===== src/rtl/nand_op_sequencer.sv =====
// nand_op_sequencer
//   Time-multiplexed logic unit. One shared W-bit bitwise NAND cell and four
//   scratch registers (R0-R3) evaluate NOT/AND/OR/NOR/XOR/XNOR/NAND. Each
//   function is a fixed micro-sequence with one NAND evaluation per cycle.
//   The result always ends up in R0.
//
// Ports
//   clk, rst            clock (rising edge), synchronous active-high reset
//   in_valid/in_ready   request handshake; in_op, in_a, in_b are latched on accept
//   in_op               0 NOT, 1 AND, 2 OR, 3 NOR, 4 XOR, 5 XNOR, 6 NAND, 7 illegal
//   out_valid/out_ready result handshake; out_result, out_op, out_err are held
//                       stable while waiting
//   busy                sequencer not idle
//   nand_count          (NAND_SEQ_STATS_EN only) saturating count of NAND
//                       evaluations since reset
//
// Build option: define NAND_SEQ_STATS_EN to add the nand_count port.
module nand_op_sequencer #(
  parameter int W = 8
) (
  input  logic         clk,
  input  logic         rst,
  input  logic         in_valid,
  output logic         in_ready,
  input  logic [2:0]   in_op,
  input  logic [W-1:0] in_a,
  input  logic [W-1:0] in_b,
  output logic         out_valid,
  input  logic         out_ready,
  output logic [W-1:0] out_result,
  output logic [2:0]   out_op,
  output logic         out_err,
  output logic         busy
`ifdef NAND_SEQ_STATS_EN
  ,
  output logic [31:0]  nand_count
`endif
);

  typedef enum logic [2:0] {
    OP_NOT, OP_AND, OP_OR, OP_NOR, OP_XOR, OP_XNOR, OP_NAND, OP_ILLEGAL
  } op_e;

  // S_ILL is a one-cycle turnaround for the illegal opcode so its result
  // appears one cycle after accept, like a one-step operation, but without
  // touching the NAND cell.
  typedef enum logic [1:0] {S_IDLE, S_EXEC, S_ILL, S_DONE} state_e;

  typedef enum logic [2:0] {SRC_A, SRC_B, SRC_R0, SRC_R1, SRC_R2, SRC_R3} src_e;

  state_e       state, state_nx;
  op_e          op_q;
  logic         err_q;
  logic [2:0]   step;
  logic [W-1:0] a_q, b_q;
  logic [W-1:0] r_q [4];

  src_e         p_sel, q_sel;
  logic [1:0]   dst;
  logic         last;
  logic [W-1:0] nand_y;

  function automatic logic [W-1:0] pick(input src_e s, input logic [W-1:0] a,
                                        input logic [W-1:0] b, input logic [W-1:0] r0,
                                        input logic [W-1:0] r1, input logic [W-1:0] r2,
                                        input logic [W-1:0] r3);
    case (s)
      SRC_A:   return a;
      SRC_B:   return b;
      SRC_R0:  return r0;
      SRC_R1:  return r1;
      SRC_R2:  return r2;
      default: return r3;
    endcase
  endfunction

  // Micro-sequence decode: operand sources, destination register and
  // whether this is the final step of the current operation.
  always_comb begin
    // NOTE: every signal assigned here gets a default first so no path can
    // leave it unassigned and infer a latch.
    p_sel = SRC_R0;
    q_sel = SRC_R0;
    dst   = 2'd0;
    last  = 1'b1;
    case (op_q)
      OP_NAND: begin p_sel = SRC_A; q_sel = SRC_B; end
      OP_NOT:  begin p_sel = SRC_A; q_sel = SRC_A; end
      OP_AND: begin
        if (step == 3'd0) begin p_sel = SRC_A; q_sel = SRC_B; end
        last = (step == 3'd1);
      end
      OP_OR, OP_NOR: begin
        case (step)
          3'd0:    begin p_sel = SRC_A;  q_sel = SRC_A; end
          3'd1:    begin p_sel = SRC_B;  q_sel = SRC_B;  dst = 2'd1; end
          3'd2:    begin p_sel = SRC_R0; q_sel = SRC_R1; end
          default: ;  // NOR tail: R0 = nand(R0,R0)
        endcase
        last = (op_q == OP_OR) ? (step == 3'd2) : (step == 3'd3);
      end
      OP_XOR, OP_XNOR: begin
        case (step)
          3'd0:    begin p_sel = SRC_A;  q_sel = SRC_A; end
          3'd1:    begin p_sel = SRC_B;  q_sel = SRC_B;  dst = 2'd1; end
          3'd2:    begin p_sel = SRC_A;  q_sel = SRC_R1; dst = 2'd2; end
          3'd3:    begin p_sel = SRC_R0; q_sel = SRC_B;  dst = 2'd3; end
          3'd4:    begin p_sel = SRC_R2; q_sel = SRC_R3; end
          default: ;  // XNOR tail: R0 = nand(R0,R0)
        endcase
        last = (op_q == OP_XOR) ? (step == 3'd4) : (step == 3'd5);
      end
      default: ;
    endcase
  end

  // The single shared NAND cell.
  assign nand_y = ~(pick(p_sel, a_q, b_q, r_q[0], r_q[1], r_q[2], r_q[3]) &
                    pick(q_sel, a_q, b_q, r_q[0], r_q[1], r_q[2], r_q[3]));

  always_comb begin
    state_nx = state;
    case (state)
      S_IDLE: if (in_valid) state_nx = (in_op == OP_ILLEGAL) ? S_ILL : S_EXEC;
      S_EXEC: if (last) state_nx = S_DONE;
      S_ILL:  state_nx = S_DONE;
      S_DONE: if (out_ready) state_nx = S_IDLE;
      default: state_nx = S_IDLE;
    endcase
  end

  // NOTE: sequential state uses non-blocking assignments so every register
  // samples pre-edge values regardless of statement order.
  always_ff @(posedge clk) begin
    if (rst) begin
      state <= S_IDLE;
      op_q  <= OP_NOT;
      err_q <= 1'b0;
      step  <= 3'd0;
      a_q   <= '0;
      b_q   <= '0;
      // NOTE: the scratch file is only four registers and R0 drives
      // out_result, so it is reset rather than left uninitialised.
      for (int i = 0; i < 4; i++) r_q[i] <= '0;
    end else begin
      state <= state_nx;
      case (state)
        S_IDLE: if (in_valid) begin
          a_q   <= in_a;
          b_q   <= in_b;
          op_q  <= op_e'(in_op);
          err_q <= (in_op == OP_ILLEGAL);
          step  <= 3'd0;
        end
        S_EXEC: begin
          r_q[dst] <= nand_y;
          step     <= step + 3'd1;
        end
        S_ILL:   r_q[0] <= '0;
        default: ;
      endcase
    end
  end

`ifdef NAND_SEQ_STATS_EN
  always_ff @(posedge clk) begin
    if (rst) nand_count <= '0;
    else if (state == S_EXEC && nand_count != 32'hFFFF_FFFF) nand_count <= nand_count + 32'd1;
  end
`endif

  assign in_ready   = (state == S_IDLE);
  assign busy       = (state != S_IDLE);
  assign out_valid  = (state == S_DONE);
  assign out_result = r_q[0];
  assign out_op     = op_q;
  assign out_err    = err_q;

endmodule


===== config.mk =====
export PLATFORM = sky130hd
export DESIGN_NAME = nand_op_sequencer
export DESIGN_NICKNAME = d
export VERILOG_FILES = /design/src/rtl/nand_op_sequencer.sv
export SDC_FILE = /design/constraint.sdc
export NUM_CORES = 1
export LEC_CHECK = 0
export ABC_AREA = 1
export CORE_ASPECT_RATIO = 1.25
export CORE_MARGIN = 1.5
export CORE_UTILIZATION = 40
export CTS_CLUSTER_DIAMETER = 80
export DETAILED_ROUTE_END_ITERATION = 12
export PLACE_DENSITY = 0.58
export SLEW_MARGIN = 10
export SYNTH_ARGS = -nofsm -noshare
export SYNTH_HDL_FRONTEND = slang
export SYNTH_SLANG_ARGS = --single-unit

===== constraint.sdc =====
create_clock -name clk -period 2.8 [get_ports clk]
set_input_delay 0.84 -clock clk [delete_from_list [all_inputs] [get_ports clk]]
set_output_delay 0.84 -clock clk [all_outputs]
set_load 0.01 [all_outputs]

# Word level (Yosys, flattened, before mapping)
# Memories as Yosys holds them, arrays and structs flattened.
# Index checks and enable logic that the tools add are counted.
word_totals:
  mem_bits_ro: 0
  ram_bits: 32
  latchBits: 0
  mem_count: 1
  in_bits: 23
  ff_bits: 25
memory_table:
  columns: ["memory", "words", "word_bits", "read_ports", "rd_clocked_by_memory_dff", "wr", "line", "source"]
  rows:
  - ["r_q", 4, 8, 4, 0, 4, "56", "logic [W-1:0] r_q [4];"]
classes:
  bitwise_logic: 3
  n_eq_ne: 26
  n_div: 0
  mul: 0
  shift: 0
  n_addsub: 1
  reduce_logical: 16
  order_cmp: 0
  mux: 35
ops:
  columns: ["cell", "count"]
  rows:
  - ["case mux 8 bit (5 select lines)", 2]
  - ["== test 3 x 2 -> 1 bit, second input constant", 8]
  - ["== test 3 bit, second input constant", 8]
  - ["case mux 3 bit (4 select lines)", 2]
  - ["two-way mux 8 bit", 2]
  - ["case mux 3 bit (5 select lines)", 1]
  - ["two-way mux 2 bit", 7]
  - ["== test 3 x 1 -> 1 bit, second input constant", 4]
  - ["zero test 3 bit", 4]
  - ["two-way mux 1 bit", 12]
  - ["case mux 2 bit (3 select lines)", 2]
  - ["OR reduction 2 bit", 5]
  - ["case mux 3 bit (3 select lines)", 1]
  - ["bitwise AND 8 bit", 1]
  - ["NOT 8 bit", 1]
  - ["case mux 2 bit (2 select lines)", 2]
  - ["case mux 2 bit (4 select lines)", 1]
  - ["OR reduction 8 bit", 1]
  - ["case mux 3 bit (2 select lines)", 1]
  - ["== test 2 bit, second input constant", 2]
  - ["inequality test 2 bit, second input constant", 2]
  - ["AND reduction 2 bit", 2]
  - ["nonzero test 2 bit", 2]
  - ["adder 3 x 1 -> 3 bit, second input constant", 1]
  - ["7 further kinds", 7]

# Longest topological paths before layout
# Gate-level depths: netlist of run 1.
logic_depth:
  ltp_word: 9
  ltp_mapped: 14
  ltp_nobuf: 14

# Worst setup path after synthesis of run 1
# OpenSTA, ideal clock, no wires.
synth_timing:
  kind: "input to register"
  startpoint: "in rst"
  endpoint: "mem r_q[3][0], enable pin"
  path_stages: 4
  arrival_ns: 2.004
  n_path_buf: 0
  path_slack_ns: 0.407
  cell_sequence: "clkinv_1 nand2_1 nand2_1 a311oi_1"
synth_rtl:
  columns: ["item", "line", "source"]
  rows:
  - ["start: declaration", "22", "input logic rst,"]
  - ["end: declaration", "56", null]

# Worst setup path after layout of run 1
layout_timing:
  startpoint: "reg state[0]"
  endpoint: "out busy"
layout_between:
  elab_chain_cells: 1
layout_rtl:
  columns: ["item", "line", "source"]
  rows:
  - ["start: declaration", "51", "state_e state, state_nx;"]
  - ["start signal: assignment", "146", "state <= state_nx;"]
  - ["nonzero test 2 bit", "173", "assign busy = (state != S_IDLE);"]
  - ["end: declaration", "33", "output logic busy"]
# No other way between the ends.

==> out/results.ini, run 1 <==
[job]
maxCapViolations = 0

[global_route]
grt_overflow = 0
grt_antenna_before_repair = 0
grt_start_max_net_pins = 24
grt.total_usage_pct = 20.25
grt_pass1_vias = 3028
grt_first_pass_wirelength_um = 13990

[yosys]
synthAdderAreaFrac_pct = 3.467
synth_top_family_by_area = simple AND/OR/NAND/NOR gates
postSynthAreaPerCell_um2 = 7.218
synth-seq-cells = 57
synthMuxAreaShare_pct = 0
synthCells = 450
ys_seq_area_share_pct = 44.99
synth_xor_area_share_pct = 0
netlist_area_um2 = 3248
ys_types = 27
synth_compound_area_share_pct = 6.433
synth-simple-area-share_pct = 38.41
synth.area.top_cells = edfxtp_1 (30%), dfxtp_1 (15%), nor2_1 (12%)
synth_top_area_share_pct = 29.58
synth_top_cell_by_area = edfxtp_1
syn_nets = 482
yosys_warnings = 0

[cells_and_area]
fillers = 805
n_antenna_cell = 0
syn2layout_area_growth_pct = 23.38
layout_common_cells = nor2_1 (107), nand2_1 (98), nand3_1 (64)
final_common_cell = nor2_1
layout-drive-gt1-share_pct = 9.307
nets = 533
final_area_um2 = 4008

[placed_design]
place_area_um2 = 3797
place.gp.congestion = 0.8526
dp_hpwl_um = 6409
portBuffers = 37

[routing]
wl_um = 8367
drt-wirelength-per-cell_um = 13.95
drt_iter0_markers = 129
num_vias = 3062
viasPerCell = 5.103
ant_nets = 0
first_pass_iters = 6
drc_errors = 0

[critical_path]
crit_slowest_cell = clkdlybuf4s50_1
cp.arrival_ps = 1710
cp_num_buf_inv = 3
crit_top_cell = inv_1
end_kind = output port
criticalPathCategory = register to output port
crit_family = buffers and inverters
path_max_fanout = 5
slowest_delay_ps = 550
cp_cell_sequence = inv_1 > ha_1 > inv_1 > clkdlybuf4s50_1
cp-start-kind = register
required_ps = 1960

[pwr]
ir_drop_mv = 0.6058
power_frac_seq_pct = 38.1
p_switching_uw = 1308
p_per_area_nw_per_um2 = 858.0
swShare_pct = 38.05
p_int_uw = 2130
power.leakage_uw = 0.001824
clockPowerShare_pct = 24.1
p_comb_share_pct = 37.9

[timing]
fin_skew_ps = 7.632
timing.setup.tns_ps = 0
fin_crit_ps = 2550
min_period_over_period_pct = 91.07
fmax_ghz = 0.3921
rsz0062_at_grt = no
setup_violations = 0
relSlewSlack_pct = 66.44
final_max_slew_viol_count = 0
hold_viol = 0
worstMarginPinSlew_ps = 502.2

[floorplan]
die_w_um = 83.60
dieArea_um2 = 8674
start_util_pct = 41.44
rows = 36
die_h_um = 103.8
fp.coreArea_um2 = 7838
ios = 38

[hold_path]
hold_class = register to register

[clocking]
cts_tree = built
cts_htree_levels = 3
clkSinkCount = 57
clk_path_buf_depth = 2
holdBufCountCts = 0
path_clk_slew_ps = 60
ctsResizeCount = 0
cts-buffers-inserted = 9
insertion_delay_ps = 340
cts_setup_buffers = 0
cts_root_buf = clkbuf_8

[outcome]
status = completed

==> area by class of cell <==
class / count / area [µm²] / area share [%]
clock buffers: 9 / 123.9 / 3.091
clock inverters: 6 / 83.83 / 2.092
inverters: 44 / 165.2 / 4.121
multi-input cells: 337 / 1572 / 39.21
flip-flops and latches: 57 / 1461 / 36.47
well taps: 95 / 118.9 / 2.966
repair buffers: 52 / 483.0 / 12.05
==> state kept, by name (all words and copies together) (netlist names) <==
name	flops
r_q	32
a_q	8
b_q	8
out_op	3
step	3
state	2
out_err	1
==> routing by layer <==
metal  wire [µm]  track usage, %  part of all wire (%)  vias to the layer above
li1            -               -                     -                     1570
met1        3477           22.23                    42                     1448
met2        4536           38.02                    54                       32
met3         180           4.064                   2.2                       12
met4         172           7.260                   2.1                        0
met5           0               0                     0                        -
==> synthesized netlist by cell type <==
library cell  number
nand4_2            2
o21ai_0           24
nand3_2            3
dfxtp_1           25
clkinv_1           2
a21oi_2            1
o211ai_1           1
a311oi_1           1
nand2_2            2
a31oi_1            1
edfxtp_1          32
nand2_1           98
nand4_1            7
inv_1             37
nor2_4             1
nor3b_1            1
nand3_1           64
o31ai_1            1
a21oi_1           10
nor2_2             1
buf_2              6
ha_1               9
nor3_2             1
nand3b_1           1
inv_2              5
nor2_1           108
clkbuf_1           6
==> final timing paths <==
| kind | cells past startpoint | from | slack (ps) | end |
|---|---|---|---|---|
| worst min register to register | 2 | a_q[7]$_SDFFE_PP0P_ | 510 | a_q[7]$_SDFFE_PP0P_ |
| worst max register to register | 14 | step[1]$_SDFFE_PP0P_ | 320 | r_q[1][1]$_SDFFCE_PN0P_ |
| worst max-delay path | 4 | state[0]$_SDFFE_PP0P_ | 250 | busy |
| worst min-delay path | 2 | a_q[7]$_SDFFE_PP0P_ | 510 | a_q[7]$_SDFFE_PP0P_ |
==> power by group through the flow <==
stage               clock (µW)  combinational [µW]  sequential (µW)
floorplan                    0                 849             1290
CTS                        849                1310             1310
global placement             0                1290             1330
detailed placement           0                1300             1330
global route               890                1480             1330
finish                     827                1300             1310
==> worst reg2reg max path, cell delays in order (launching register included) <==
cell     delay, ps
dfxtp_1        430
inv_1          130
ha_1           230
o21ai_0        230
nand2_1         90
nand2_1        100
nand3_2        200
nor2_2         310
nand2_1         90
nand2_1         70
inv_1           40
nand2_1         70
nand2_1         60
nand2_1        130
nor2_1          70
==> cell families (layout without fill, tap and decap cells) <==
kind of cell    after synthesis  in the layout
fa+ha+maj                     9              9
compound gates               39             39
buf+inv                      56            111
simple gates                289            289
flops                        57             57
==> per-stage QoR <==
stage | util (%) | total power [µW] | setup WS (ps) | hold slack (ps) | cells
2_1_floorplan | - | 2141 | 406.7 | 470.3 | 450
3_3_place_gp | 48.45 | 2618 | 231.3 | 500.3 | 585
3_5_place_dp | 48.45 | 2633 | 180.1 | 502.4 | 585
4_1_cts | 51.10 | 3470 | 223.2 | 511.6 | 600
5_1_grt | 51.13 | 3703 | 53.39 | 540.3 | 600
6_report | 51.13 | 3439 | 249.9 | 510.4 | 600
(Power assumes the default switching activity.)
==> run 2, diff against run 1 <==
Settings changed: CORE_ASPECT_RATIO 1.25 to not set.
Clock period 2.8 ns to 3 ns, I/O delays scaled along.
==> run 2 against run 1 <==
Compared with the run above: first-iteration DRC count increased by 18%; via count up 0.36%; utilization shrank 0.59 points; global-route usage rose by 0.74 points.
==> out/results.ini, run 2 (same netlist as run 1, synthesis figures left out) <==
[cells_and_area]
fillers = 814  ; +1.1%
reg.largest.list = r_q: 32 flops, a_q: 8 flops, b_q: 8 flops
layout_common_cells = nor2_1 (108), nand2_1 (98), nand3_1 (64)
largest_reg_flops = 32  ; unchanged
nets = 529  ; -0.75%
final_util_pct = 50.54  ; -0.59 points
n_antenna_cell = 0  ; unchanged
layout-drive-gt1-share_pct = 8.566  ; -0.74 points
final_common_cell = nor2_1
final_area_um2 = 3946  ; -1.5%
syn2layout_area_growth_pct = 21.49
top_register = r_q

[timing]
setup_violations = 0  ; unchanged
timing.hold.ws_ps = 506.5  ; -3.827 ps
final_max_slew_viol_count = 0  ; unchanged
hold_viol = 0  ; unchanged
fin_crit_ps = 2611
relSlewSlack_pct = 58.18  ; -8.3 points
fin_skew_ps = 8.492  ; +0.8602 ps
timing.setup.tns_ps = 0  ; unchanged
setup_ws_ps = 388.7  ; +138.8 ps
worstMarginPinSlew_ps = 627.3  ; +125.1 ps
fmax_ghz = 0.3830
min_period_over_period_pct = 87.04
rsz0062_at_grt = no

[pwr]
ir_drop_mv = 0.4798  ; -21%
p_int_uw = 1806  ; -15%
clockPowerShare_pct = 20.8  ; -3.3 points
swShare_pct = 40.68  ; +2.6 points
p_per_area_nw_per_um2 = 771.6  ; -10%
power_frac_seq_pct = 40.0  ; +1.9 points
power.leakage_uw = 0.001777  ; -2.6%
p_switching_uw = 1239  ; -5.3%
p_comb_share_pct = 39.2  ; +1.3 points

[global_route]
grt_first_pass_wirelength_um = 13970  ; -0.15%
grt_start_max_net_pins = 23  ; -4.2%
grt_overflow = 0  ; unchanged
grt_antenna_before_repair = 0  ; unchanged
grt.total_usage_pct = 20.99  ; +0.74 points
grt_pass1_vias = 2993  ; -1.2%

[critical_path]
r2r_end = r_q[1][4]$_SDFFCE_PN0P_
required_ps = 2100  ; +140 ps
end_kind = output port
r2r-start = step[1]$_SDFFE_PP0P_
criticalPathCategory = register to output port
cp-start-kind = register
r2r_slack_ps = 400  ; +80 ps
cp.arrival_ps = 1710  ; about the same
path_max_fanout = 5  ; unchanged
reg2reg_depth = 14  ; unchanged

[clocking]
cts-buffers-inserted = 9  ; unchanged
path_clk_slew_ps = 70  ; about the same
cts_htree_levels = 3  ; unchanged
cts_setup_buffers = 0  ; unchanged
cts_root_buf = clkbuf_8
ctsResizeCount = 0  ; unchanged
clk_path_buf_depth = 2  ; unchanged
cts_tree = built
holdBufCountCts = 0  ; unchanged
insertion_delay_ps = 340  ; about the same
clkSinkCount = 57  ; unchanged

[placed_design]
place_area_um2 = 3776  ; -0.56%
place.gp.congestion = 0.8316  ; -2.5%
portBuffers = 37  ; unchanged
pre_cts_slack_ps = 210.9  ; +30.71 ps
dp_hpwl_um = 6297  ; -1.7%

[routing]
first_pass_iters = 4  ; -2
viasPerCell = 5.088  ; -0.31%
ant_nets = 0  ; unchanged
drc_errors = 0  ; unchanged
drt_iter0_markers = 152  ; +18%
num_vias = 3073  ; +0.36%
wl_um = 8324  ; -0.51%
drt-wirelength-per-cell_um = 13.78  ; -1.2%

[floorplan]
fp.coreArea_um2 = 7807  ; -0.38%
die_w_um = 93.11  ; +11%
start_util_pct = 41.60  ; +0.16 points
die_h_um = 93.11  ; -10%
dieArea_um2 = 8669  ; about the same
ios = 38  ; unchanged
rows = 32  ; -11%

[job]
maxCapViolations = 0  ; unchanged

[hold_path]
worstHoldStart = b_q[1]$_SDFFE_PP0P_
min_to = b_q[1]$_SDFFE_PP0P_
hold_class = register to register
hold_depth = 2  ; unchanged

[outcome]
status = completed

[run 2: routing by layer]
metal / wire, µm / GRT usage (%) / vias up
met4: 136 / 7.955 / 0
met2: 4284 / 37.65 / 45
met1: 3721 / 25.17 / 1448
li1: - / - / 1570
met3: 182 / 3.171 / 10
met5: 0 / 0 / -
[run 2: worst max path at each step]
stage	endpoint	slack [ps]	startpoint
global route	r_q[0][7]$_SDFFCE_PN0P_	60	step[0]$_SDFFE_PP0P_
CTS	busy	370	state[1]$_SDFFE_PP0P_
detailed placement	r_q[3][1]$_DFFE_PP_	210	rst
finish	busy	390	state[1]$_SDFFE_PP0P_
floorplan	r_q[3][0]$_DFFE_PP_	550	rst
global placement	r_q[3][1]$_DFFE_PP_	280	rst
[run 2: final cells by class]
type / instances / area, µm² / share of cell area (%)
Clock buffer: 9 / 123.9 / 3.139
Multi-Input combinational cell: 337 / 1569 / 39.76
Clock inverter: 7 / 46.29 / 1.173
Sequential cell: 57 / 1461 / 37.03
Inverter: 44 / 165.2 / 4.185
Tap cell: 102 / 127.6 / 3.234
Timing Repair Buffer: 48 / 452.9 / 11.48
[run 2: worst max-delay path: stages (launching register included)]
cell             delay (ps)
dfxtp_1                 370
inv_1                    90
ha_1                    230
inv_1                   140
clkdlybuf4s50_1         560
[run 2: power by group through the flow]
stage,sequential [µW],combinational [µW],clock (µW)
floorplan,1210,792,0
global placement,1230,1180,0
detailed placement,1240,1200,0
CTS,1220,1200,649
global route,1240,1370,681
finish,1220,1190,634
[run 2: per-stage QoR]
stage / cells / power (µW)
final: 604 / 3045
after global routing: 604 / 3296
after CTS: 604 / 3069
after detailed placement: 588 / 2432
after global placement: 588 / 2413
after floorplan: 450 / 1998
==> run 3, diff against run 2 <==
Settings changed: ABC_AREA 1 to not set, CORE_ASPECT_RATIO set to 1.4, SKIP_CTS_REPAIR_TIMING set to 1.
==> run 3 against run 2 <==
Compared with the run above: final cell count down 19%; combinational power about the same; setup slack worse by 32 ps; power up 0.45%; maximum frequency down 1.2%; die area down 0.50%; critical path type is now register to register; largest cell class unchanged; largest power group is now combinational cells.
==> out/results.ini, run 3 <==
[routing]
first_pass_iters = 5  ; +1
drt_iter0_markers = 216  ; +42%
drt-wirelength-per-cell_um = 16.99  ; +23%
wl_um = 8359  ; +0.42%
ant_nets = 0  ; unchanged
num_vias = 2664  ; -13%
drc_errors = 0  ; unchanged
viasPerCell = 5.415  ; +6.4%

[floorplan]
dieArea_um2 = 8626  ; -0.50%
ios = 38  ; unchanged
die_w_um = 78.93  ; -15%
fp.coreArea_um2 = 7797  ; -0.13%
rows = 38  ; +19%
start_util_pct = 41.40  ; -0.20 points
die_h_um = 109.3  ; +17%

[yosys]
synth_top_area_share_pct = 29.77  ; +0.18 points
yosys_warnings = 0  ; unchanged
netlist_area_um2 = 3228  ; -0.62%
ys_types = 44  ; +63%
synth-edff-count = 32  ; unchanged
synthTopCellsByCount = nand2_1 (68), a21oi_1 (52), edfxtp_1 (32), nor2_1 (26), dfxtp_1 (25)
synthCells = 342  ; -24%
syn_nets = 374  ; -22%
postSynthAreaPerCell_um2 = 9.439  ; +31%
synth.area.top_cells = edfxtp_1 (30%), dfxtp_1 (16%), a21oi_1 (8.1%)
synth-seq-cells = 57  ; unchanged
synthFlopType = edfxtp_1
synth.most_common_cell = nand2_1
synth_top_cell_by_area = edfxtp_1
ys_seq_area_share_pct = 45.27  ; +0.28 points
async_reset_ff_share_pct = 0  ; unchanged

[timing]
fin_skew_ps = 12.03  ; +3.539 ps
rsz0062_at_grt = no
fmax_ghz = 0.3783  ; -1.2%
final_max_slew_viol_count = 0  ; unchanged
timing.setup.tns_ps = 0  ; unchanged
fin_crit_ps = 2643  ; +31.99 ps
worstMarginPinSlew_ps = 729.4  ; +102.1 ps
setup_violations = 0  ; unchanged
hold_viol = 0  ; unchanged
min_period_over_period_pct = 88.11  ; +1.1 points
relSlewSlack_pct = 51.25  ; -6.9 points
timing.hold.ws_ps = 470.4  ; -36.11 ps

[cells_and_area]
multiInputGateArea_um2 = 1644  ; +4.8%
syn2layout_area_growth_pct = 22.21
nets = 419  ; -21%
largest_reg_flops = 32  ; unchanged
n_antenna_cell = 0  ; unchanged
seq_area_um2 = 1461  ; unchanged
layout-drive-gt1-share_pct = 12.76  ; +4.2 points
final_common_cell = nand2_1
fillers = 739  ; -9.2%
top_register = r_q
layout_common_cells = nand2_1 (68), a21oi_1 (52), clkdlybuf4s50_1 (37)
reg.largest.list = r_q: 32 flops, a_q: 8 flops, b_q: 8 flops

[critical_path]
cp-start-kind = register
cp.arrival_ps = 2730  ; +1020 ps
end_kind = register
required_ps = 3090  ; +990 ps
criticalPathCategory = register to register
path_max_fanout = 16  ; +11

[global_route]
grt_first_pass_wirelength_um = 13370  ; -4.3%
grt_antenna_before_repair = 0  ; unchanged
grt.total_usage_pct = 21.35  ; +0.36 points
grt_pass1_vias = 2614  ; -13%
grt_start_max_net_pins = 30  ; +30%
grt_overflow = 0  ; unchanged

[clocking]
insertion_delay_ps = 350  ; about the same
clkSinkCount = 57  ; unchanged
cts-buffers-inserted = 9  ; unchanged
path_clk_slew_ps = 70  ; about the same
cts_tree = built
clk_path_buf_depth = 2  ; unchanged
cts_htree_levels = 3  ; unchanged
cts_root_buf = clkbuf_8

[pwr]
p_per_area_nw_per_um2 = 775.3  ; +0.48%
total_power_uw = 3059  ; +0.45%
power.leakage_uw = 0.001369  ; -23%
ir_drop_mv = 0.3572  ; -26%

[hold_path]
hold_class = register to register

[placed_design]
dp_hpwl_um = 5808  ; -7.8%
portBuffers = 37  ; unchanged
place.gp.congestion = 0.8813  ; +6.0%

[job]
maxCapViolations = 0  ; unchanged

[outcome]
status = completed

## run 3: changes by cell type after synthesis, moves of 19 or more
cell / before / now
nand2_1: 98 / 68
nand3_1: 64 / 2
mux2i_1: 0 / 24
inv_1: 37 / 10
nor2_1: 108 / 26
a21oi_1: 10 / 52
o21ai_0: 24 / 5
## run 3: kinds of logic after synthesis
| group | share of synthesized area, % |
|---|---|
| buffers and inverters | 3.953 |
| AND/OR/NAND/NOR | 16.67 |
| XOR/XNOR | 0.2714 |
| adder cells (fa/ha/maj) | 3.488 |
| AO/OA/AOI/OAI | 20.47 |
| flip-flops | 45.27 |
| multiplexers | 9.884 |
## run 3: cell type report
type                       count  share of cell area (%)
timing repair buffer          52                   12.24
clock inverter                 2                  0.2537
tap                          100                   3.172
inverter                      10                  0.9515
clock buffer                  14                   4.662
sequential                    57                   37.04
multi-input combinational    257                   41.67
## run 3: worst max-delay path: stages (launching register included)
cell	delay, ps
dfxtp_1	430
inv_1	90
ha_1	290
nor2b_1	160
o21bai_1	270
a21o_1	170
buf_4	270
mux2i_1	130
a221oi_2	420
a21oi_1	140
## run 3: power breakdown
part	total (µW)	internal [µW]	switching [µW]
combinational	1210	533	673
clock	692	393	299
sequential	1160	1010	151
total	3060	1940	1120
## run 3: metal layers
layer  up-vias  share of wire, %  track usage, %
met2        58                52           36.70
met4         0               2.5           10.28
met1      1264                42           25.12
met3        14               3.1           4.896
met5         -                 0               0
li1       1328                 -               -
## run 3: per-stage QoR
stage | area [µm²] | utilization [%] | cells | setup WS (ps)
floorplan | 3228 | - | 342 | 529.1
global placement | 3751 | 48.11 | 476 | 401.8
CTS | 3945 | 50.59 | 492 | 326.3
detailed placement | 3751 | 48.11 | 476 | 331.7
finish | 3945 | 50.59 | 492 | 356.8
global route | 3945 | 50.59 | 492 | 139.3
## run 3: worst paths after layout
| kind | startpoint | end | slack [ps] | depth (start not counted) |
|---|---|---|---|---|
| worst max-delay path | step[0]$_SDFFE_PP0P_ | r_q[3][4]$_DFFE_PP_ | 360 | 9 |
| worst min-delay path | out_err$_SDFFE_PP0P_ | out_err$_SDFFE_PP0P_ | 470 | 2 |
| worst max register to register | step[0]$_SDFFE_PP0P_ | r_q[3][4]$_DFFE_PP_ | 360 | 9 |
| worst min register to register | out_err$_SDFFE_PP0P_ | out_err$_SDFFE_PP0P_ | 470 | 2 |
==> RTL edit: new RTL, settings of run 1 <==
Encoding of `state_e`: now one-hot (4 bits for 4 states).
--- a/src/rtl/nand_op_sequencer.sv
+++ b/src/rtl/nand_op_sequencer.sv
@@ -45,5 +45,5 @@
   // appears one cycle after accept, like a one-step operation, but without
   // touching the NAND cell.
-  typedef enum logic [1:0] {S_IDLE, S_EXEC, S_ILL, S_DONE} state_e;
+  typedef enum logic [3:0] {S_IDLE = 4'b0001, S_EXEC = 4'b0010, S_ILL = 4'b0100, S_DONE = 4'b1000} state_e;
 
   typedef enum logic [2:0] {SRC_A, SRC_B, SRC_R0, SRC_R1, SRC_R2, SRC_R3} src_e;
Function: same outputs for any inputs over 10 cycles, from zero or initial values and one cycle with rst high; not proved beyond that.
==> RTL edit against run 1 <==
- non-clock buffer count is 4 lower
- worst setup slack got worse by 0.0073 ns
- clock skew grew 0.0053 ns
- sequential cell count grew 2
- highest routed layer unchanged
- wire length is 11% higher
- global-route usage increased by 2.1 points
- final area up 3.7%
- area after synthesis increased by 5.7%
- sequential share of layout area decreased by 0.33 points
Power is not compared: it rests on default switching activity, and its combinational part moved more than twofold at a synthesized area within 25%.
==> RTL edit: results (changes against run 1) <==
* Yosys cell types at 35 (+30%)
* Min-delay worst type: reg -> reg
* Global-route wire length before repair at 15.5 mm (+11%)
* IR drop worst, VDD at 225 uV
* EDFF count, synth at 32 (unchanged)
* Delay of the slowest critical-path stage at 0.50 ns (-0.05 ns)
* Routability-driven placement congestion ratio at 0.864 (+1.3%)
* Top post-synthesis cells by area: sky130_fd_sc_hd__edfxtp_1 (28%), sky130_fd_sc_hd__dfxtp_1 (16%), sky130_fd_sc_hd__nor2_1 (13%), sky130_fd_sc_hd__nand2_1 (7.8%), sky130_fd_sc_hd__nand3_1 (5.1%)
* Number of vias in the routed layout at 3107 (+1.5%)
* Post-DP HPWL at 7.16 mm (+12%)
* Count of endpoints failing setup in the final report at 0 (unchanged)
* Synth Net Count at 476 (-1.2%)
* Worst setup slack after placement at 0.0474 ns (-0.133 ns)
* Final worst clock skew at 0.0129 ns (+0.00526 ns)
* DRC marker count from the first detailed-route iteration at 266 (+110%)
* Leakage dissipation at 1.85 nW
* Maxcap violations at 0 (unchanged)
* Initial antenna violation count at 0 (unchanged)
* Clk_lat worst skew at 0.33 ns
* Max-slew headroom at the worst pin at 0.698 (+0.0339)
* TritonCTS buffer count at 9 (unchanged)
* Outcome: finished, final reports clean
* Number of buffers between clock root and the deepest sink at 2 (unchanged)
* Clock-pin slew on the worst setup and hold paths at 0.07 ns
* Top cell types by occurrence after synthesis: sky130_fd_sc_hd__nor2_1 (119), sky130_fd_sc_hd__nand2_1 (71), sky130_fd_sc_hd__inv_1 (38)
* Diodes inserted at 0 (unchanged)
* Number of buffers added on ports at 37 (unchanged)
* DR pass1 iterations at 5 (-1)
* Layout cells sized above 1 at 0.154 (+0.0606)
* Highest-delay cell along the critical path: sky130_fd_sc_hd__clkdlybuf4s50_1
* Clock H-tree levels at 3 (unchanged)
* Total routing usage reported by global routing at 0.223 (+0.0205)
* Seq/Total Area, Yosys at 0.437 (-0.0126)
* Average wire per cell in the routed design at 15.6 um (+12%)
* Largest delay contributor family on the critical path: buffers and inverters
* Post-CTS setup repair buffer count at 0 (unchanged)
* Endpoint arrival time on the critical path at 1.72 ns
* Vias in the first global route at 3116 (+2.9%)
* Most used flip-flop cell after synthesis: sky130_fd_sc_hd__edfxtp_1
* Largest driver fanout on the critical path at 3 (-2)
* Maximum number of pins on one net before global-route repair at 22 (-8.3%)
* Layout Nets at 524 (-1.7%)
* Placement Cell Area at 3950 sq um (+3.9%)
* Number of inserted filler cells in the final layout at 835 (+3.7%)
[RTL edit: changes by cell type in the layout (fill, tap and decap cells not counted), sizes merged, moves of 4 or more]
cell	run 1	this run
a31oi	1	8
buf	15	11
ha	9	5
inv	42	50
nand2	100	85
nand3	67	46
nor2	110	130
[RTL edit: worst paths after layout]
| path | endpoint | from | cells after the start | slack [ns] |
|---|---|---|---|---|
| setup / recovery | busy | state[2]$_SDFFE_PP0P_ | 5 | 0.24 |
| hold / removal | out_err$_SDFFE_PP0P_ | out_err$_SDFFE_PP0P_ | 1 | 0.52 |
| setup reg to reg | r_q[1][3]$_SDFFCE_PN0P_ | step[0]$_SDFFE_PP0P_ | 14 | 0.29 |
| hold reg to reg | out_err$_SDFFE_PP0P_ | out_err$_SDFFE_PP0P_ | 1 | 0.52 |
[RTL edit: through the flow]
stage / instances / power, mW
detailed placement: 582 / 1.63
global route: 598 / 2.60
floorplan: 448 / 1.43
CTS: 598 / 2.48
finish: 598 / 2.47
global placement: 582 / 1.63
[RTL edit: logic make-up after synthesis]
family	after synthesis	share of synthesized area
AO/OA/AOI/OAI	46	0.0784
adder cells (fa/ha/maj)	5	0.0182
flip-flops	59	0.437
buffers and inverters	61	0.0736
AND/OR/NAND/NOR	277	0.392
[RTL edit: area by class of cell]
cell class | instances | area (sq um) | share of cell area
clock buffer | 11 | 131 | 0.0316
clock inverter | 5 | 78.8 | 0.0190
inverter | 50 | 190 | 0.0458
multi-input combinational | 328 | 1680 | 0.404
sequential | 59 | 1500 | 0.361
tap | 97 | 121 | 0.0292
timing repair buffer | 48 | 453 | 0.109
[RTL edit: report_power, final]
group | switching, mW | internal, mW
registers | 0.0820 | 1.00
logic | 0.324 | 0.210
clock network | 0.349 | 0.500
[RTL edit: worst register-to-register path, delay by kind of cell (launching register included)]
kind / cells / cell delay, ns
and+or+nand+nor: 11 / 1.42
adders and majority gates: 1 / 0.26
DFF: 1 / 0.34
buffers and inverters: 2 / 0.35
[RTL edit: per-layer routing]
| metal | track usage | vias to the layer above | share of wire |
|---|---|---|---|
| met5 | 0 | - | 0 |
| met4 | 0.0876 | 0 | 0.028 |
| met3 | 0.0470 | 22 | 0.048 |
| met2 | 0.377 | 83 | 0.49 |
| met1 | 0.277 | 1447 | 0.43 |
| li1 | - | 1555 | - |
